$ cat src/rtl/rdseed_buffer.sv
// rdseed_buffer: seed FIFO between the conditioner and the core RDSEED port.
// Accepts DATA_WIDTH-bit seeds, serves them as OUT_WIDTH-bit slots with a
// carry flag for underflow, and zeroizes every slot as it is handed out.
module rdseed_buffer #(
    parameter int unsigned DATA_WIDTH = 256,
    parameter int unsigned DEPTH      = 4,
    parameter int unsigned OUT_WIDTH  = 64
) (
    input  logic                         clk,
    input  logic                         rst_n,
    input  logic                         seed_valid_i,
    output logic                         seed_ready_o,
    input  logic [DATA_WIDTH-1:0]        seed_i,
    input  logic                         req_i,
    input  logic [1:0]                   req_width_i,
    output logic                         resp_valid_o,
    output logic [OUT_WIDTH-1:0]         resp_data_o,
    output logic                         resp_cf_o,
    output logic [$clog2(DEPTH+1)-1:0]   count_o,
    output logic                         empty_o,
    output logic                         full_o
);

    localparam int unsigned SLOTS = DATA_WIDTH / OUT_WIDTH;
    localparam int unsigned PW    = $clog2(DEPTH);
    localparam int unsigned SW    = (SLOTS > 1) ? $clog2(SLOTS) : 1;
    localparam int unsigned CW    = $clog2(DEPTH + 1);
    localparam int unsigned BW    = $clog2(DATA_WIDTH);

    logic [DATA_WIDTH-1:0] mem [DEPTH];
    logic [PW-1:0]         wr_ptr;
    logic [PW-1:0]         rd_ptr;
    logic [SW-1:0]         slot;
    logic [CW-1:0]         count;

    logic                  push;
    logic                  pop;
    logic                  last_slot;
    logic [BW-1:0]         base;
    logic [OUT_WIDTH-1:0]  slot_word;
    logic [OUT_WIDTH-1:0]  served;

    // Status flags come straight from the registered occupancy count.
    assign count_o      = count;
    assign empty_o      = (count == '0);
    assign full_o       = (count == CW'(DEPTH));
    assign seed_ready_o = !full_o;

    // Handshake decode and selection/masking of the slot being served.
    always_comb begin
        push      = seed_valid_i && !full_o;
        pop       = req_i && (count != '0);
        last_slot = (slot == SW'(SLOTS - 1));
        base      = BW'(slot) * BW'(OUT_WIDTH);
        slot_word = mem[rd_ptr][base +: OUT_WIDTH];
        served    = '0;
        unique case (req_width_i)
            2'b00:   served[15:0] = slot_word[15:0];
            2'b01:   served[31:0] = slot_word[31:0];
            default: served       = slot_word;
        endcase
    end

    // Seed storage: clear on reset, zeroize the served slot, write pushed seeds.
    // A push never targets the entry being drained (that would need full), so
    // the two writes cannot collide.
    always_ff @(posedge clk) begin
        if (!rst_n) begin
            for (int unsigned i = 0; i < DEPTH; i++) begin
                mem[i] <= '0;
            end
        end else begin
            if (pop) begin
                mem[rd_ptr][base +: OUT_WIDTH] <= '0;
            end
            if (push) begin
                mem[wr_ptr] <= seed_i;
            end
        end
    end

    // Pointer, slot index and occupancy bookkeeping.
    always_ff @(posedge clk) begin
        if (!rst_n) begin
            wr_ptr <= '0;
            rd_ptr <= '0;
            slot   <= '0;
            count  <= '0;
        end else begin
            if (push) begin
                wr_ptr <= wr_ptr + PW'(1);
            end
            if (pop) begin
                if (last_slot) begin
                    slot   <= '0;
                    rd_ptr <= rd_ptr + PW'(1);
                end else begin
                    slot <= slot + SW'(1);
                end
            end
            unique case ({push, pop && last_slot})
                2'b10:   count <= count + CW'(1);
                2'b01:   count <= count - CW'(1);
                default: count <= count;
            endcase
        end
    end

    // Registered response: one strobe per request, data/cf held between strobes.
    always_ff @(posedge clk) begin
        if (!rst_n) begin
            resp_valid_o <= 1'b0;
            resp_data_o  <= '0;
            resp_cf_o    <= 1'b0;
        end else begin
            resp_valid_o <= req_i;
            if (req_i) begin
                resp_data_o <= pop ? served : '0;
                resp_cf_o   <= pop;
            end
        end
    end

endmodule
$ cat config.mk
export PLATFORM = sky130hd
export DESIGN_NAME = rdseed_buffer
export DESIGN_NICKNAME = d
export VERILOG_FILES = /design/src/rtl/rdseed_buffer.sv
export SDC_FILE = /design/constraint.sdc
export NUM_CORES = 1
export LEC_CHECK = 0
export BUFFER_PORTS_ARGS = -buffer_cell sky130_fd_sc_hd__buf_2
export CORE_ASPECT_RATIO = 0.9
export CORE_MARGIN = 2
export CORE_UTILIZATION = 30
export DETAILED_ROUTE_END_ITERATION = 6
export GPL_TIMING_DRIVEN = 0
export PLACE_DENSITY = 0.57
export SLEW_MARGIN = 15
export SYNTH_ARGS = -nofsm -noshare
export SYNTH_HDL_FRONTEND = slang
export SYNTH_SLANG_ARGS = --single-unit
$ cat constraint.sdc
create_clock -name clk -period 27.4 [get_ports clk]
set_clock_uncertainty 0.2 [all_clocks]
set_input_delay 1.37 -clock clk [delete_from_list [all_inputs] [get_ports clk]]
set_output_delay 1.37 -clock clk [all_outputs]
set_load 0.03 [all_outputs]
==> flow_summary.toml <==
[run_status]
status = "completed"

[global_routing]
grtUsageTotal_pct = 20.4
met2_usage_pct = 34.6
grt_max_degree = 21
grt_use_met3_pct = 4.66
grt_first_pass_wirelength_um = 231000
gr-usage-met1_pct = 25.7
antenna_found_initial = 161
grt_busiest_layer = "met2"
grt-ovfl-total = 0
grt_pass1_vias = 28697

[timing]
slew-limit-headroom_pct = 13.3
rsz0062_at_grt = "no"
max_freq_ghz = 0.207
whs_ns = 0.258
fin_crit_ns = 4.82
worst_pin_slew_ns = 1.30
finalMaxSlewViolations = 0
setup_ws_ns = 22.58
hold_viol = 0
finalCritPeriodShare_pct = 17.6
setup-tns-final_ns = 0
finalSetupViolations = 0

[floorplanning]
die_h_um = 384
die_area_um2 = 164000
boundaryPins = 334
die_x_um = 427
initial_utilization_pct = 30.2
rows = 139
core_um2 = 160000

[final_layout]
fin_area_um2 = 57900
final_common_cell = "and2_1"
fillers = 15264
fin_util_pct = 36.3
drive_above_1_share_pct = 25.7
regArea_um2 = 32300
layoutNonFillerInstCount = 5810
multi_input_area_um2 = 15100
final_cell_mix = "and2_1 (1030), edfxtp_1 (1024), buf_2 (358), mux4_2 (256), clkbuf_1 (185)"
final_nets = 3833
areaGrowthSynthToFinish_pct = 20.1

[clock_tree]
cts.sinks = 1101
post_cts_buffers = 0
cts.htree.levels = 3
cts_max_path_buffers = 3
clk-insertion-delay-late_ns = 0.75
root_buffer = "clkbuf_16"
cts_hold_buf = 0
post_cts_resized = 0
numCtsBuffers = 112
cts_tree = "yes"
path_clk_slew_ns = 0.07

[drt]
routedWlPerCell_um = 28.9
vias_per_cell = 4.97
remaining_drc_errors = 0
ant_nets = 0
num_vias = 28877
drt_iter0_markers = 3432
dr.pass1.iters = 6
routed_wl_um = 168000

[power_and_ir_drop]
fin_total_pwr_mw = 3.81
power_density_nw_per_um2 = 65.8
ir_drop_v = 0.0000504
power.leakage_nw = 21.4

[synthesis]
synth_edf_count = 1024
yosys_most_used_dff = "edfxtp_1"
syn-num-nets = 3293
yosysUniqueCellTypes = 43
syn_avg_cell_area_um2 = 16.0
netlist_area_um2 = 48200
synth_seq_cells = 1101
ys.warnings.count = 0
async_flop_share_pct = 0
ys_seq_area_share_pct = 67.0
synth_area_leader_cell = "edfxtp_1"
synth_top_area_share_pct = 63.8
syn_inst = 3020
synth_area_leaders = "edfxtp_1 (64%), and2_1 (13%), mux4_2 (12%), dfxtp_1 (3.2%), clkbuf_1 (1.2%)"

[placed_design]
place_area_um2 = 54400
gp_congestion = 0.810
pre_cts_slack_ns = 22.51
place_inst = 5561
dp_hpwl_um = 125000
port_buffers = 333

[hold_path]
min_path_cells = 2
hp-class = "reg -> reg"

[setup_path]
crit_required_ns = 27.63
crit_path_start_kind = "flip-flop"
crit_fanout = 11
r2r_cells = 11
crit_type = "reg -> reg"
crit_arrival_ns = 5.05
crit_path_end_kind = "flip-flop"

[run]
drv_cap = 0
==> routing by layer <==
metal	wire (um)	vias up
met4	5500	62
met1	64600	14798
li1	-	12339
met5	369	-
met2	83800	1281
met3	13900	397
==> where the power goes <==
part	total [mW]	internal, mW	switching (mW)
sequential	1.98	1.96	0.0289
clock	1.50	0.823	0.675
combinational	0.333	0.129	0.204
total	3.81	2.91	0.908
==> worst max-delay path, stage by stage (launching register included) <==
cell and delay (ns):
dfxtp_1 0.44, inv_1 0.22, buf_4 0.27, buf_2 0.45, buf_2 0.52, ha_1 0.30, nand3_1 0.35, o311ai_2 0.80
buf_4 0.32, buf_4 0.19, buf_4 0.19, buf_4 0.22
==> layout make-up <==
type                       count  area share (%)
clock buffer                 157            5.32
antenna                       37           0.160
timing repair buffer         426            5.69
sequential                  1101            55.7
tap                         2115            4.57
inverter                      10          0.0648
clock inverter                55           0.713
buffer                       214            1.63
multi-input combinational   1695            26.1
==> sequential cells by signal, indices dropped and copies added (netlist names), named ones only <==
signal / count
mem: 1024
resp_data_o: 64
count_o: 3
rd_ptr: 2
slot: 2
wr_ptr: 2
resp_cf_o: 1
resp_valid_o: 1
==> kinds of logic (layout without fill, tap and decap cells) <==
| kind of cell | after synthesis | after routing | share of synthesized area, % |
|---|---|---|---|
| AND/OR/NAND/NOR | 1201 | 1201 | 14.9 |
| flip-flops | 1101 | 1101 | 67.0 |
| multiplexers | 326 | 326 | 13.5 |
| buffers and inverters | 224 | 862 | 2.03 |
| AO/OA/AOI/OAI | 152 | 152 | 2.26 |
| adder cells (fa/ha/maj) | 11 | 11 | 0.301 |
| XOR/XNOR | 5 | 5 | 0.0908 |
| other | 0 | 37 | 0 |
==> worst paths after layout <==
path / from / end / slack [ns]
worst max register to register: slot[1]$_SDFFE_PN0P_ / mem[0][87]$_DFFE_PP_ / 22.58
worst min-delay path: resp_cf_o$_SDFFE_PN0P_ / resp_cf_o$_SDFFE_PN0P_ / 0.26
worst max-delay path: slot[1]$_SDFFE_PN0P_ / mem[0][87]$_DFFE_PP_ / 22.58
worst min register to register: resp_cf_o$_SDFFE_PN0P_ / resp_cf_o$_SDFFE_PN0P_ / 0.26
==> Yosys cell counts (12+ instances only) <==
master    instances
o21ai_1          23
mux2i_1          35
buf_2            25
mux2_2           35
and2_1         1030
o21ai_0          19
a221o_1          29
clkbuf_1        153
buf_1            16
a22o_1           12
edfxtp_1       1024
a21oi_1          19
a22oi_1          31
dfxtp_1          77
buf_4            12
mux4_2          256
nand2_1         138
(Power assumes the default switching activity.)
